===== config.mk =====
export PLATFORM = sky130hd
export DESIGN_NAME = term_char_writer
export DESIGN_NICKNAME = d
export VERILOG_FILES = /design/src/rtl/term_pkg.sv /design/src/rtl/key_edge_capture.sv /design/src/rtl/term_char_writer.sv
export SDC_FILE = /design/constraint.sdc
export NUM_CORES = 1
export LEC_CHECK = 0
export BUFFER_PORTS_ARGS = -buffer_cell sky130_fd_sc_hd__buf_4
export CAP_MARGIN = 5
export CORE_AREA = 2 2 135 137
export DETAILED_ROUTE_END_ITERATION = 16
export DIE_AREA = 0 0 137 139
export GPL_TIMING_DRIVEN = 0
export PLACE_DENSITY = 0.54
export SLEW_MARGIN = 40
export SYNTH_ARGS = -nofsm -noshare
export SYNTH_HDL_FRONTEND = slang
export SYNTH_SLANG_ARGS = --single-unit

===== constraint.sdc =====
create_clock -name sys_clk -period 4.6 [get_ports sys_clk]
set_input_delay 0.69 -clock sys_clk [delete_from_list [all_inputs] [get_ports sys_clk]]
set_output_delay 0.69 -clock sys_clk [all_outputs]
set_load 0.01 [all_outputs]

===== src/rtl/term_pkg.sv =====
// Shared geometry, control codes and FSM encoding for the text-terminal writer.
package term_pkg;

    localparam int COLS   = 80;
    localparam int ROWS   = 30;
    localparam int ADDR_W = 12;   // COLS*ROWS = 2400 cells fits in 12 bits
    localparam int COL_W  = 7;
    localparam int ROW_W  = 5;

    localparam logic [COL_W-1:0]  LAST_COL = COL_W'(COLS - 1);
    localparam logic [ROW_W-1:0]  LAST_ROW = ROW_W'(ROWS - 1);
    localparam logic [ROW_W:0]    ROWS_X   = ROWS[ROW_W:0];
    localparam logic [ADDR_W-1:0] LINE_N   = ADDR_W'(COLS);
    localparam logic [ADDR_W-1:0] CELLS_N  = ADDR_W'(COLS * ROWS);

    localparam logic [7:0] CH_BS    = 8'h08;
    localparam logic [7:0] CH_LF    = 8'h0A;
    localparam logic [7:0] CH_FF    = 8'h0C;
    localparam logic [7:0] CH_CR    = 8'h0D;
    localparam logic [7:0] CH_SPACE = 8'h20;

    typedef enum logic [1:0] {
        ST_IDLE,
        ST_EXEC,
        ST_CLR_LINE,
        ST_CLR_SCREEN
    } state_t;

    // Modulo-ROWS wrap of a sum of two in-range rows: one conditional subtract.
    function automatic logic [ROW_W-1:0] wrap_row(input logic [ROW_W:0] sum);
        logic [ROW_W:0] diff;
        diff = sum - ROWS_X;
        if (sum >= ROWS_X)
            return diff[ROW_W-1:0];
        else
            return sum[ROW_W-1:0];
    endfunction

    function automatic logic [ADDR_W-1:0] cell_addr(input logic [ROW_W-1:0] row,
                                                    input logic [COL_W-1:0] col);
        return ADDR_W'(row) * LINE_N + ADDR_W'(col);
    endfunction

endpackage


===== src/rtl/key_edge_capture.sv =====
// Rising-edge detect on the new_key level flag plus a one-deep pending slot.
// A character arriving while the slot is occupied (and not being consumed)
// is dropped and flagged with a single-cycle overflow pulse.
module key_edge_capture
    import term_pkg::*;
(
    input  logic       sys_clk,
    input  logic       rst,
    input  logic       new_key,
    input  logic [7:0] key_data,
    input  logic       consume,
    output logic       pend_valid,
    output logic [7:0] pend_data,
    output logic       overflow
);

    logic       key_s;
    logic       key_hist;
    logic [7:0] data_s;
    logic       rise;

    // History resets high so a key already held at reset release is not an edge.
    assign rise = key_s & ~key_hist;

    // Sample the flag, detect the edge, and fill/free the pending slot.
    always_ff @(posedge sys_clk or posedge rst) begin
        if (rst) begin
            key_s      <= 1'b1;
            key_hist   <= 1'b1;
            data_s     <= 8'h00;
            pend_valid <= 1'b0;
            pend_data  <= 8'h00;
            overflow   <= 1'b0;
        end else begin
            key_s    <= new_key;
            key_hist <= key_s;
            data_s   <= key_data;
            overflow <= 1'b0;
            if (rise) begin
                if (!pend_valid || consume) begin
                    pend_valid <= 1'b1;
                    pend_data  <= data_s;
                end else begin
                    overflow <= 1'b1;
                end
            end else if (consume) begin
                pend_valid <= 1'b0;
            end
        end
    end

endmodule


===== src/rtl/term_char_writer.sv =====
// Character-to-text-RAM writer with cursor tracking, hardware scrolling
// through top_row, and multi-cycle line / screen clears.
//
//   state         | meaning
//   --------------+------------------------------------------------------
//   ST_IDLE       | waiting for a pending character
//   ST_EXEC       | decode pending char, one RAM write at most, free slot
//   ST_CLR_LINE   | writing spaces across the freshly scrolled-in row
//   ST_CLR_SCREEN | writing spaces to every cell, address 0 upwards
module term_char_writer
    import term_pkg::*;
(
    input  logic        sys_clk,
    input  logic        rst,
    input  logic [7:0]  key_data,
    input  logic        new_key,
    output logic        ram_we,
    output logic [11:0] ram_addr,
    output logic [7:0]  ram_wdata,
    output logic [6:0]  cursor_col,
    output logic [4:0]  cursor_row,
    output logic [4:0]  top_row,
    output logic        busy,
    output logic        overflow
);

    state_t            state, state_n;
    logic              pend_valid;
    logic [7:0]        pend_data;
    logic              consume;
    logic [ROW_W-1:0]  phys_row;
    logic [COL_W-1:0]  col_n;
    logic [ROW_W-1:0]  row_n, top_n;
    logic              we_n;
    logic [ADDR_W-1:0] addr_n;
    logic [7:0]        wdata_n;
    logic [ADDR_W-1:0] clr_addr, clr_addr_n;
    logic [ADDR_W-1:0] clr_left, clr_left_n;
    logic              do_lf;

    key_edge_capture u_cap (
        .sys_clk    (sys_clk),
        .rst        (rst),
        .new_key    (new_key),
        .key_data   (key_data),
        .consume    (consume),
        .pend_valid (pend_valid),
        .pend_data  (pend_data),
        .overflow   (overflow)
    );

    assign phys_row = wrap_row({1'b0, top_row} + {1'b0, cursor_row});
    assign busy     = (state == ST_CLR_LINE) || (state == ST_CLR_SCREEN);

    // Register FSM state, cursor, scroll origin, clear counters and RAM port.
    always_ff @(posedge sys_clk or posedge rst) begin
        if (rst) begin
            state      <= ST_IDLE;
            cursor_col <= '0;
            cursor_row <= '0;
            top_row    <= '0;
            ram_we     <= 1'b0;
            ram_addr   <= '0;
            ram_wdata  <= '0;
            clr_addr   <= '0;
            clr_left   <= '0;
        end else begin
            state      <= state_n;
            cursor_col <= col_n;
            cursor_row <= row_n;
            top_row    <= top_n;
            ram_we     <= we_n;
            ram_addr   <= addr_n;
            ram_wdata  <= wdata_n;
            clr_addr   <= clr_addr_n;
            clr_left   <= clr_left_n;
        end
    end

    // Next-state decode: character execution, line feed/scroll, clear sweeps.
    always_comb begin
        state_n    = state;
        col_n      = cursor_col;
        row_n      = cursor_row;
        top_n      = top_row;
        we_n       = 1'b0;
        addr_n     = ram_addr;
        wdata_n    = ram_wdata;
        clr_addr_n = clr_addr;
        clr_left_n = clr_left;
        consume    = 1'b0;
        do_lf      = 1'b0;

        case (state)
            ST_IDLE: begin
                if (pend_valid)
                    state_n = ST_EXEC;
            end
            ST_EXEC: begin
                consume = 1'b1;
                state_n = ST_IDLE;
                if (pend_data >= 8'h20 && pend_data <= 8'h7E) begin
                    we_n    = 1'b1;
                    addr_n  = cell_addr(phys_row, cursor_col);
                    wdata_n = pend_data;
                    if (cursor_col == LAST_COL) begin
                        col_n = '0;
                        do_lf = 1'b1;
                    end else begin
                        col_n = cursor_col + 7'd1;
                    end
                end else if (pend_data == CH_CR) begin
                    col_n = '0;
                end else if (pend_data == CH_LF) begin
                    do_lf = 1'b1;
                end else if (pend_data == CH_BS) begin
                    if (cursor_col != '0) begin
                        col_n   = cursor_col - 7'd1;
                        we_n    = 1'b1;
                        addr_n  = cell_addr(phys_row, cursor_col - 7'd1);
                        wdata_n = CH_SPACE;
                    end
                end else if (pend_data == CH_FF) begin
                    top_n      = '0;
                    col_n      = '0;
                    row_n      = '0;
                    clr_addr_n = '0;
                    clr_left_n = CELLS_N;
                    state_n    = ST_CLR_SCREEN;
                end

                // The scrolled-in bottom row lives where the old top row was.
                if (do_lf) begin
                    if (cursor_row != LAST_ROW) begin
                        row_n = cursor_row + 5'd1;
                    end else begin
                        top_n      = wrap_row({1'b0, top_row} + 6'd1);
                        clr_addr_n = cell_addr(top_row, '0);
                        clr_left_n = LINE_N;
                        state_n    = ST_CLR_LINE;
                    end
                end
            end
            ST_CLR_LINE, ST_CLR_SCREEN: begin
                we_n       = 1'b1;
                addr_n     = clr_addr;
                wdata_n    = CH_SPACE;
                clr_addr_n = clr_addr + 12'd1;
                clr_left_n = clr_left - 12'd1;
                if (clr_left == 12'd1)
                    state_n = ST_IDLE;
            end
            default: state_n = ST_IDLE;
        endcase
    end

endmodule


**Word level (Yosys, flattened, before mapping)**

Cells that the tools add are included.

- Add/subtract/negate cells: 11
- Multipliers: 2
- Order comparisons: 4
- Eq/ne operators: 19
- Mux-type cells: 78
- Bitwise gates (word level): 2
- Reduce and logical (&&, ||, !) cells: 15

Operators with widths:

| kind | count |
|---|---|
| 2-to-1 mux 12 bit | 19 |
| 2-to-1 mux 5 bit | 16 |
| one-hot mux 12 bit (2 select lines) | 3 |
| 2-to-1 mux 7 bit | 7 |
| 2-to-1 mux 8 bit | 5 |
| == test 8 x 4 -> 1 bit (second input constant) | 4 |
| adder 12 x 7 -> 12 bit | 2 |
| 2-to-1 mux 2 bit | 9 |
| multiplier 5 x 3 -> 8 bit (second input constant) | 2 |
| 2-to-1 mux 1 bit | 16 |
| one-hot mux 8 bit (2 select lines) | 1 |
| inequality test 3 bit (second input constant) | 5 |
| adder 12 x 1 -> 12 bit (second input constant) | 1 |
| == test 12 x 1 -> 1 bit (second input constant) | 1 |
| greater-or-equal comparator 6 x 5 -> 1 bit (second input constant) | 2 |
| subtractor 12 x 1 -> 12 bit (second input constant) | 1 |
| subtractor 5 bit (second input constant) | 2 |
| greater-or-equal comparator 8 x 6 -> 1 bit (second input constant) | 1 |
| less-or-equal comparator 8 x 7 -> 1 bit (second input constant) | 1 |
| adder 7 x 1 -> 7 bit (second input constant) | 1 |
| == test 7 bit (second input constant) | 1 |
| nonzero test 7 bit | 1 |
| subtractor 7 x 1 -> 7 bit (second input constant) | 1 |
| adder 5 x 1 -> 6 bit (second input constant) | 1 |
| other kinds (22) | 28 |

- Flip-flop bits (word level): 84
- Bits of input ports: 11
- Output and inout bits: 40
- Word-level logic and storage cells: 146

**Longest topological paths before layout**

Gate-level depths: netlist of the first run.

- Word-level depth: 11
- Mapped depth: 16

**Modules after synthesis**

From an unflattened synthesis of the first run, not the netlist that was laid out.

- Cell total of the unflattened synthesis: 565
- Area total of the unflattened synthesis: 5,149.9 um^2

By module, submodules not included:

| module | instances | cells each | area each (um^2) | sequential area each (um^2) |
|---|---|---|---|---|
| term_char_writer | 1 | 530 | 4,463.0 | 1,601.5 |
| key_edge_capture | 1 | 35 | 686.9 | 503.0 |

**Worst setup path after synthesis of the first run**

No wires, ideal clock.

- Path type: register to register
- Start: register top_row[0]
- End: register ram_addr[10]
- Arrival: 4.093 ns
- Data required time: 4.474 ns
- Setup slack: 0.381 ns
- Cell stages (with the launch flop): 16
- Path buffers: 0
- Cells stage by stage: dfrtp_1 ha_1 fa_1 xor2_1 nand2_1 o41ai_2 nand2_1 xnor2_1 ha_1 ha_1 fa_1 xor2_1 o2111ai_1 xnor2_1 xnor2_1 a221o_1

- Longest elaborated chain between the ends: 11
- Elaborated cells on any way between the ends: 13

Ends and longest elaborated chain:

| what | RTL line | text |
|---|---|---|
| start: declaration | term_char_writer.sv:22 | `output logic [4:0] top_row,` |
| start signal: assignment | term_char_writer.sv:71 | `top_row <= top_n;` |
| adder 5 x 5 -> 6 bit (*) | term_char_writer.sv:52 | `assign phys_row = wrap_row({1'b0, top_row} + {1'b0, cursor_row});` |
| subtractor 5 bit or greater-or-equal comparator 6 x 5 -> 1 bit (tied branches) | term_pkg.sv:32, term_pkg.sv:33 |  |
| 2-to-1 mux 5 bit (*) | term_pkg.sv:33 | `if (sum >= ROWS_X)` |
| multiplier 5 x 3 -> 8 bit (*) | term_pkg.sv:41 | `return ADDR_W'(row) * LINE_N + ADDR_W'(col);` |
| adder 12 x 7 -> 12 bit | term_pkg.sv:41 |  |
| 2-to-1 mux 12 bit | term_char_writer.sv:117 | `if (cursor_col != '0) begin` |
| 2-to-1 mux 12 bit | term_char_writer.sv:116 | `end else if (pend_data == CH_BS) begin` |
| 2-to-1 mux 12 bit | term_char_writer.sv:114 | `end else if (pend_data == CH_LF) begin` |
| 2-to-1 mux 12 bit | term_char_writer.sv:112 | `end else if (pend_data == CH_CR) begin` |
| 2-to-1 mux 12 bit (*) | term_char_writer.sv:102 | `if (pend_data >= 8'h20 && pend_data <= 8'h7E) begin` |
| one-hot mux 12 bit (2 select lines) (*) | term_char_writer.sv:94 | `case (state)` |
| end signal: assignment | term_char_writer.sv:73 | `ram_addr <= addr_n;` |
| end: declaration | term_char_writer.sv:18 | `output logic [11:0] ram_addr,` |

Every way passes the cells marked *; elsewhere a longest branch is shown, timed or not. The select of a mux whose other input is x is not followed.
A chain may end at the register's enable or synchronous reset.

**Worst setup path after layout of the first run**

Same ends and word-level chain as after synthesis.

==> results of run 1 <==
## metrics by stage
stage | setup slack (ns) | util | instances | setup TNS (ns) | hold WS (ns)
detailed placement | -0.1189 | 0.3347 | 837 | -0.1189 | 0.3660
CTS | 0.05235 | 0.3537 | 854 | 0 | 0.3290
finish | 0.1561 | 0.3562 | 856 | 0 | 0.3249
global placement | -0.03801 | 0.3328 | 836 | -0.03801 | 0.3588
floorplan | 0.3814 | - | 557 | 0 | 0.3542
global route | -0.01471 | 0.3562 | 856 | -0.01471 | 0.3409
## cell usage in the layout (no fill, tap or decap), drive strengths merged, types with 4 or more instances in the layout
master	instances
dfrtp	82
buf	62
nand2	58
o21ai	43
a21oi	42
nor2	35
ha	31
nand3	29
clkbuf	28
inv	24
xnor2	15
a31oi	13
a22o	11
nor3	10
mux2	8
o22ai	8
and3	7
or3	7
and2	7
o211ai	7
mux2i	6
nand4	6
xor2	6
a21o	5
nand2b	4
or2	4
nand3b	4
fa	4
o2111ai	4
## metal layers
metal  part of all wire  GRT usage
met1               0.48     0.2157
met2               0.45     0.2307
met3              0.062    0.04130
met4             0.0097    0.03961
met5                  0          0
## registers in the layout (all words and copies together), names as in the netlist
name	cells
ram_we	1
ram_wdata	8
top_row	5
u_cap.overflow	1
ram_addr	12
u_cap.key_hist	1
cursor_row	5
u_cap.key_s	1
u_cap.data_s	8
u_cap.pend_data	8
clr_addr	12
clr_left	12
u_cap.pend_valid	1
state	2
cursor_col	7
## power groups by stage
stage | clock, mW | combinational [mW] | sequential [mW]
floorplan | 0 | 0.844 | 1.19
global placement | 0 | 1.27 | 1.20
detailed placement | 0 | 1.30 | 1.21
CTS | 0.786 | 1.31 | 1.20
global route | 0.816 | 1.45 | 1.25
finish | 0.767 | 1.30 | 1.21
## final cells by class
type                    instances  area (um^2)  area share
repair buffers                 54        425.4     0.06765
plain buffers                  27        118.9     0.01890
clock inverters                 7        82.58     0.01313
inverters                      20        80.08     0.01273
clock buffers                   9        225.2     0.03581
well taps                     229        286.5     0.04556
flip-flops and latches         84         2107      0.3351
multi-input cells             426         2963      0.4711
## logic make-up after synthesis
group                    share of synthesized area
buffers and inverters                      0.03719
flip-flops                                  0.4036
AND/OR/NAND/NOR                             0.1826
adder cells (fa/ha/maj)                    0.08973
XOR/XNOR                                   0.03527
multiplexers                               0.02879
AO/OA/AOI/OAI                               0.2229
## worst reg2reg max path, delay by kind of cell (launching register included)
kind / cells / cell delay, ns
AOI/OAI and AO/OA: 3 / 0.93
and+or+nand+nor: 2 / 0.27
xor gates and xnor gates: 5 / 0.89
adders and majority gates: 5 / 1.74
DFF: 1 / 0.51
## what timing repair did
item / in CTS / in global routing
resized for setup: 3 / 4
setup endpoints to repair: 1 / 2
pin swaps: 1 / 1
buffers inserted: 1 / 2
## worst paths after layout
check	from	to	slack [ns]	depth (start not counted)
min in group sys_clk	u_cap.key_s$_DFF_PP1_	u_cap.key_hist$_DFF_PP1_	0.38	0
max in group asynchronous	rst	ram_wdata[5]$_DFFE_PP0P_	3.72	3
worst max register to register	top_row[0]$_DFFE_PP0P_	ram_addr[10]$_DFFE_PP0P_	0.16	15
worst min register to register	u_cap.key_s$_DFF_PP1_	u_cap.key_hist$_DFF_PP1_	0.38	0
worst max-delay path	top_row[0]$_DFFE_PP0P_	ram_addr[10]$_DFFE_PP0P_	0.16	15
worst min-delay path	rst	u_cap.pend_data[3]$_DFFE_PP0P_	0.32	2
==> flow_metrics.py, run 1 <==
metrics = {
    "synthesis": {
        "yosysWarnings": 0,
        "yosysMostFrequentCell": "dfrtp_1",
        "synth_edf_count": 0,
        "synth_fp_nets": 603,
        "ys_seq_area_frac": 0.4036,
        "synth_area_leaders": "dfrtp_1 39%, ha_1 7.4%, nand2_1 4.0%, a21oi_1 3.8%, nand3_1 2.8%",
        "synth_area_per_cell_um2": 9.363,
        "netlist.area_leader.share": 0.3935,
        "netlist_instances": 557,
        "synthArstFlopShare": 1.000,
        "syn_area_mm2": 0.005215,
        "ys.flop_type": "dfrtp_1",
        "ys_ff_latch": 84,
        "synth_common_cells": "82 x dfrtp_1, 56 x nand2_1, 40 x a21oi_1, 35 x nor2_1, 31 x ha_1",
        "synth_top_area_cell": "dfrtp_1",
        "ys_types": 78,
    },
    "power": {
        "comb_power_share": 0.398,
        "p_switching_mw": 1.341,
        "p_int_mw": 1.936,
        "pwr-share-clk": 0.234,
        "power_density_mw_per_mm2": 521.1,
        "p_seq_frac": 0.368,
        "finalPower_mw": 3.277,
        "peakVddDrop_v": 0.0002957,
        "leakagePower_nw": 2.849,
        "swShare": 0.4091,
    },
    "route": {
        "drt-total-wl_mm": 14.16,
        "vias_per_cell": 5.373,
        "route.detailed.drc": 0,
        "num_vias": 4599,
        "dr.first_iter.drc_count": 242,
        "ant_nets": 0,
        "first_pass_iters": 5,
        "wl_per_cell_um": 16.55,
    },
    "global_routing": {
        "gr-total-overflow": 0,
        "grt_pass1_wl_mm": 23.07,
        "grt.total_usage": 0.1529,
        "grt_max_degree": 48,
        "grt_antenna_before_repair": 0,
        "grt_pass1_vias": 4442,
    },
    "min_path": {
        "hold_class": "in2async",
    },
    "die": {
        "coreArea_mm2": 0.01766,
        "die_w_um": 137,
        "die_area_mm2": 0.01904,
        "initial_utilization": 0.2954,
        "core.rowCount": 49,
        "io_pins": 51,
        "fp.dieH_um": 139,
    },
    "critical_path": {
        "cp.required_ns": 4.84,
        "crit_path_start_kind": "register",
        "crit_top_cell": "ha_1",
        "cp_max_fo": 11,
        "critical_path_class": "reg2reg",
        "endpoint_kind": "register",
        "path_buf_inv": 0,
        "crit_arrival_ns": 4.68,
        "cpLargestDelayFamily": "adder cells",
        "max_stage_delay_ns": 0.51,
        "path_cells": "ha_1 -> fa_1 -> xor2_2 -> nand2_1 -> o41ai_4 -> nand2_1 -> xnor2_2 -> ha_1 -> ha_1 -> fa_1 -> xor2_2 -> o2111ai_1 -> xnor2_1 -> xnor2_1 -> a221o_1",
        "worst_path_max_delay_cell": "dfrtp_2",
    },
    "clock_network": {
        "cts_root_buf": "clkbuf_16",
        "clk_path_buf_depth": 2,
        "cts_hold_buf": 0,
        "cts_made_buffers": 9,
        "cts_tree": "done",
        "h-tree-depth": 3,
        "clk_pin_slew_worst_paths_ns": 0.07,
        "clock_latency_ns": 0.35,
        "cts.sinks": 84,
    },
    "timing": {
        "hold_viol": 0,
        "slew_viol_final": 0,
        "fin_crit_sh": 0.9661,
        "maxSlewHeadroom": 0.4606,
        "clock_skew_ns": 0.007659,
        "fmax_mhz": 225.0,
        "setup_viol": 0,
        "fin_crit_ns": 4.444,
        "worst_slew_pin_slew_ns": 0.8061,
    },
    "placed_design": {
        "placed_cell_area_mm2": 0.005909,
        "dpl.hpwl_mm": 10.20,
        "place_congestion": 0.9174,
        "io_buffers": 50,
    },
    "final_layout": {
        "syn2layout_area_growth_pct": 20.59,
        "design_area_mm2": 0.006289,
        "fillerInstances": 1836,
        "antenna_cells": 0,
        "drive_gt1_frac": 0.1946,
        "final_nets": 668,
    },
    "run_status": {
        "status": "finished, final reports clean",
    },
    "job": {
        "drv_cap": 0,
    },
}
Note: power is estimated with default switching activity, not from simulation.
==> run 2: changes to the inputs <==
Settings changed: GPL_TIMING_DRIVEN 0 to default, REMOVE_ABC_BUFFERS from default to 1.
==> flow_metrics.py, run 2 (same netlist as run 1, synthesis figures left out) <==
metrics = {
    "clock_network": {
        "cts_tree": "done",
        "clk_path_buf_depth": 2,
        "clk_pin_slew_worst_paths_ns": 0.07,
        "post-cts-setup-buffers": 0,
        "clock_latency_ns": 0.35,
        "cts_made_buffers": 9,
        "cts.sinks": 84,
        "h-tree-depth": 3,
        "cts_root_buf": "clkbuf_16",
    },
    "timing": {
        "hold_viol": 0,
        "slew_viol_final": 0,
        "rsz0062_at_grt": "no",
        "clock_skew_ns": 0.01025,
        "setup_viol": 0,
        "finalSetupTns_ns": 0,
        "maxSlewHeadroom": 0.4825,
        "fin_crit_sh": 0.9399,
        "worst_slew_pin_slew_ns": 0.7681,
        "fin_crit_ns": 4.324,
        "fmax_mhz": 231.3,
    },
    "critical_path": {
        "path_buf_inv": 0,
        "worst-path-stages": 15,
        "cpLargestDelayFamily": "adder cells",
        "endpoint": "ram_addr[10]$_DFFE_PP0P_",
        "cp_max_fo": 7,
        "endpoint_kind": "register",
        "reg2reg_from": "cursor_row[0]$_DFFE_PP0P_",
        "path_cells": "ha_1 -> fa_1 -> xor2_2 -> nand2_1 -> o41ai_4 -> nand2_1 -> xnor2_2 -> ha_1 -> ha_1 -> fa_2 -> xor2_2 -> o2111ai_1 -> xnor2_1 -> xnor2_1 -> a221o_1",
        "reg2regPathDepth": 15,
        "crit_top_cell": "ha_1",
        "max_stage_delay_ns": 0.45,
        "worst_path_max_delay_cell": "dfrtp_1",
        "crit_arrival_ns": 4.56,
        "cp.required_ns": 4.84,
        "crit_path_start_kind": "register",
        "critical_path_class": "reg2reg",
        "r2r_slack_ns": 0.28,
        "r2r_end": "ram_addr[10]$_DFFE_PP0P_",
        "startpoint": "cursor_row[0]$_DFFE_PP0P_",
    },
    "placed_design": {
        "placed_cell_area_mm2": 0.005846,
        "io_buffers": 50,
        "dpl.hpwl_mm": 9.822,
        "dp.cells": 820,
        "place_congestion": 0.8113,
    },
    "route": {
        "first_pass_iters": 4,
        "dr.first_iter.drc_count": 221,
        "wl_per_cell_um": 16.37,
        "drt-total-wl_mm": 13.68,
        "num_vias": 4443,
        "vias_per_cell": 5.315,
        "ant_nets": 0,
        "route.detailed.drc": 0,
    },
    "min_path": {
        "min_from": "u_cap.key_s$_DFF_PP1_",
        "hold_class": "reg2reg",
    },
    "global_routing": {
        "grt_max_degree": 48,
        "grt_pass1_vias": 4421,
        "grt.total_usage": 0.1514,
        "gr-total-overflow": 0,
        "grt_pass1_wl_mm": 22.89,
        "grt_antenna_before_repair": 0,
    },
    "power": {
        "finalPower_mw": 3.204,
        "leakagePower_nw": 2.816,
        "power_density_mw_per_mm2": 517.9,
        "peakVddDrop_v": 0.0003194,
    },
    "final_layout": {
        "antenna_cells": 0,
        "final_core_util": 0.3504,
        "fin_cells": 836,
        "drive_gt1_frac": 0.1977,
        "layout_commonest_cell": "dfrtp_1",
        "design_area_mm2": 0.006187,
        "layout_common_cells": "82 x dfrtp_1, 61 x buf_4, 56 x nand2_1",
        "fillerInstances": 1836,
        "syn2layout_area_growth_pct": 18.64,
        "final_nets": 648,
        "top_regs": "clr_addr x12, clr_left x12, ram_addr x12",
    },
    "job": {
        "drv_cap": 0,
    },
    "die": {
        "io_pins": 51,
        "core.rowCount": 49,
        "coreArea_mm2": 0.01766,
        "die_area_mm2": 0.01904,
        "initial_utilization": 0.2954,
        "die_w_um": 137,
        "fp.dieH_um": 139,
    },
    "run_status": {
        "status": "finished, final reports clean",
    },
}
-- run 2: worst reg2reg max path, delay by kind of cell (launching register included) --
family	cells	cell delay, ns
compound gates	3	0.91
xor+xnor	5	0.92
fa+ha+maj	5	1.64
flops	1	0.45
simple gates	2	0.29
-- run 2: per-stage QoR --
step	worst slack [ns]	hold slack, ns
floorplan	0.3814	0.3542
global placement	0.2556	0.3587
detailed placement	0.1065	0.3603
CTS	0.09141	0.3712
global route	0.02726	0.3826
finish	0.2762	0.3714
-- run 2: layout make-up --
| class | instances | area, um^2 | share of cell area |
|---|---|---|---|
| multi-input cells | 426 | 2957 | 0.4779 |
| repair buffers | 61 | 457.9 | 0.07401 |
| flip-flops and latches | 84 | 2105 | 0.3401 |
| clock buffers | 9 | 225.2 | 0.03640 |
| clock inverters | 7 | 78.83 | 0.01274 |
| well taps | 229 | 286.5 | 0.04631 |
| inverters | 20 | 77.57 | 0.01254 |
-- run 2: what timing repair did --
| action | 4_1_cts | 5_1_grt |
|---|---|---|
| hold buffers | 0 | 0 |
| endpoints found under the setup margin | 0 | 1 |
| gates resized for setup | 0 | 5 |
-- run 2: how the worst min path moves through the flow --
stage / depth (start not counted) / end / slack (ns)
4_1_cts: 0 / u_cap.key_hist$_DFF_PP1_ / 0.37
3_5_place_dp: 0 / u_cap.key_hist$_DFF_PP1_ / 0.36
5_1_grt: 0 / u_cap.key_hist$_DFF_PP1_ / 0.38
2_1_floorplan: 0 / u_cap.key_hist$_DFF_PP1_ / 0.35
6_report: 0 / u_cap.key_hist$_DFF_PP1_ / 0.37
3_3_place_gp: 0 / u_cap.key_hist$_DFF_PP1_ / 0.36
-- run 2: where the power goes --
part	internal, mW	switching (mW)	leakage, nW	total, mW
sequential	0.963	0.297	1.05	1.26
combinational	0.534	0.676	1.62	1.21
clock	0.386	0.349	0.148	0.735
-- run 2: routing by layer --
| metal | vias up | global-route usage | wire length, um |
|---|---|---|---|
| met4 | 0 | 0.04775 | 217 |
| met5 | - | 0 | 0 |
| met3 | 14 | 0.04532 | 894 |
| met1 | 2167 | 0.2075 | 6351 |
| li1 | 2143 | - | - |
| met2 | 119 | 0.2281 | 6219 |
==> run 3: changes to the inputs <==
Settings changed: CORE_AREA 2 2 135 137 to 2 2 106 108, DIE_AREA 0 0 137 139 to 0 0 108 110, MAX_ROUTING_LAYER from default to met4, PLACE_DENSITY 0.54 to 0.76.
==> flow_metrics.py, run 3 (same netlist as run 1, synthesis figures left out) <==
metrics = {
    "die": {
        "core.rowCount": 38,
        "fp.dieH_um": 110,
        "die_w_um": 108,
        "io_pins": 51,
        "initial_utilization": 0.4875,
        "die_area_mm2": 0.01188,
        "coreArea_mm2": 0.01070,
    },
    "route": {
        "vias_per_cell": 5.997,
        "first_pass_iters": 5,
        "ant_nets": 0,
        "met2WireLength_mm": 5.880,
        "route.detailed.drc": 0,
        "dr.first_iter.drc_count": 322,
        "wl_met1_mm": 5.685,
        "drt-total-wl_mm": 12.58,
        "num_vias": 4474,
        "topRoutingLayerUsed": "met4",
        "dr_wl_met3_um": 643,
        "wl_per_cell_um": 16.86,
    },
    "critical_path": {
        "endpoint_kind": "register",
        "critical_path_class": "reg2reg",
        "max_stage_delay_ns": 0.47,
        "cp.required_ns": 4.86,
        "worst_path_max_delay_cell": "dfrtp_1",
        "crit_arrival_ns": 4.61,
        "crit_top_cell": "ha_1",
        "cp_max_fo": 7,
        "crit_path_start_kind": "register",
        "path_cells": "ha_1 -> fa_1 -> xor2_2 -> nand2_1 -> o41ai_4 -> nand2_1 -> xnor2_2 -> ha_1 -> ha_1 -> fa_1 -> xor2_2 -> o2111ai_1 -> xnor2_1 -> xnor2_1 -> a221o_1",
    },
    "global_routing": {
        "grt_max_degree": 46,
        "grt_pass1_vias": 4325,
        "grt_antenna_before_repair": 0,
        "grt_pass1_wl_mm": 21.02,
        "gr-total-overflow": 0,
        "grt.total_usage": 0.2329,
    },
    "timing": {
        "fin_crit_ns": 4.351,
        "clock_skew_ns": 0.01431,
        "worst_slew_pin_slew_ns": 0.6976,
        "slew_viol_final": 0,
        "hold_viol": 0,
        "maxSlewHeadroom": 0.5322,
        "fmax_mhz": 229.8,
        "fin_crit_sh": 0.9459,
        "setup_viol": 0,
    },
    "final_layout": {
        "fillerInstances": 976,
        "layout_commonest_cell": "dfrtp_1",
        "final_core_util": 0.5549,
        "syn2layout_area_growth_pct": 13.82,
        "antenna_cells": 0,
        "seqCellArea_mm2": 0.002105,
        "multiInputGateArea_mm2": 0.002953,
        "fin_cells": 746,
        "drive_gt1_frac": 0.1931,
        "final_nets": 647,
        "layout_common_cells": "82 x dfrtp_1, 60 x buf_4, 56 x nand2_1",
        "top_regs": "clr_addr x12, clr_left x12, ram_addr x12",
    },
    "placed_design": {
        "dpl.hpwl_mm": 9.085,
        "io_buffers": 50,
        "dp.cells": 729,
        "place_congestion": 0.8799,
    },
    "job": {
        "drv_cap": 0,
    },
    "min_path": {
        "hold_class": "reg2reg",
    },
    "clock_network": {
        "cts_made_buffers": 9,
        "cts.sinks": 84,
        "cts_tree": "done",
        "clock_latency_ns": 0.37,
        "cts_root_buf": "clkbuf_8",
        "clk_path_buf_depth": 2,
        "h-tree-depth": 3,
        "clk_pin_slew_worst_paths_ns": 0.09,
    },
    "power": {
        "peakVddDrop_v": 0.0003113,
        "leakagePower_nw": 2.756,
        "power_density_mw_per_mm2": 494.1,
    },
    "run_status": {
        "status": "finished, final reports clean",
    },
}
==> run 3: cell types whose count changed in the layout (fill, tap and decap cells not counted), moves of 2 or more <==
| cell | before | now |
|---|---|---|
| clkbuf_16 | 9 | 0 |
| clkinv_2 | 0 | 3 |
| inv_6 | 3 | 1 |
| clkinv_8 | 2 | 0 |
| clkbuf_8 | 0 | 10 |
==> run 3: final timing paths <==
path                                                 from                        endpoint  slack, ns  depth (start not counted)
min in group asynchronous                             rst  u_cap.pend_data[2]$_DFFE_PP0P_       0.40                          2
worst min register to register      u_cap.key_s$_DFF_PP1_        u_cap.key_hist$_DFF_PP1_       0.37                          0
worst max register to register  cursor_row[0]$_DFFE_PP0P_        ram_addr[10]$_DFFE_PP0P_       0.25                         15
worst max-delay path            cursor_row[0]$_DFFE_PP0P_        ram_addr[10]$_DFFE_PP0P_       0.25                         15
worst min-delay path                u_cap.key_s$_DFF_PP1_        u_cap.key_hist$_DFF_PP1_       0.37                          0
max in group asynchronous                             rst         clr_left[5]$_DFFE_PP0P_       3.17                          3
==> run 3: final cells by class <==
class,instances,share of cell area
clock buffer,11,0.02382
clock inverter,5,0.005902
inverter,20,0.01286
multi-input combinational,426,0.4975
sequential,84,0.3546
tap,140,0.02951
timing repair buffer,60,0.07589
==> run 3: through the flow <==
step	setup slack [ns]	hold slack [ns]	TNS (ns)	area, um^2	power (mW)
after detailed placement	0.1121	0.3570	0	5718	2.444
final	0.2490	0.3694	0	5936	2.933
after global placement	0.2909	0.3568	0	5715	2.398
after CTS	0.07821	0.3715	0	5894	2.940
after floorplan	0.3814	0.3542	0	5096	1.998
after global routing	-0.005670	0.3774	-0.005670	5936	3.157
==> run 3: critical path: cells and delay by family (launching register included) <==
kind                     cells  cell delay, ns
adder cells (fa/ha/maj)      5            1.70
AND/OR/NAND/NOR              2            0.27
flip-flops                   1            0.47
AO/OA/AOI/OAI                3            0.90
XOR/XNOR                     5            0.89
==> run 3: repair_timing <==
action	CTS	global route
buffers inserted	0	1
resized for setup	0	4
setup endpoints to repair	0	2
hold buffers	0	0
==> run 3: power by group <==
part,leakage [nW],internal [mW],switching (mW)
clock network,0.0897,0.212,0.282
registers,1.05,0.962,0.295
logic,1.62,0.524,0.657
total,2.76,1.70,1.23
==> run 3: layer usage <==
metal	up-vias	global-route usage
li1	2127	-
met3	35	0.04409
met2	143	0.3603
met5	-	-
met1	2169	0.3038
met4	0	0.09615
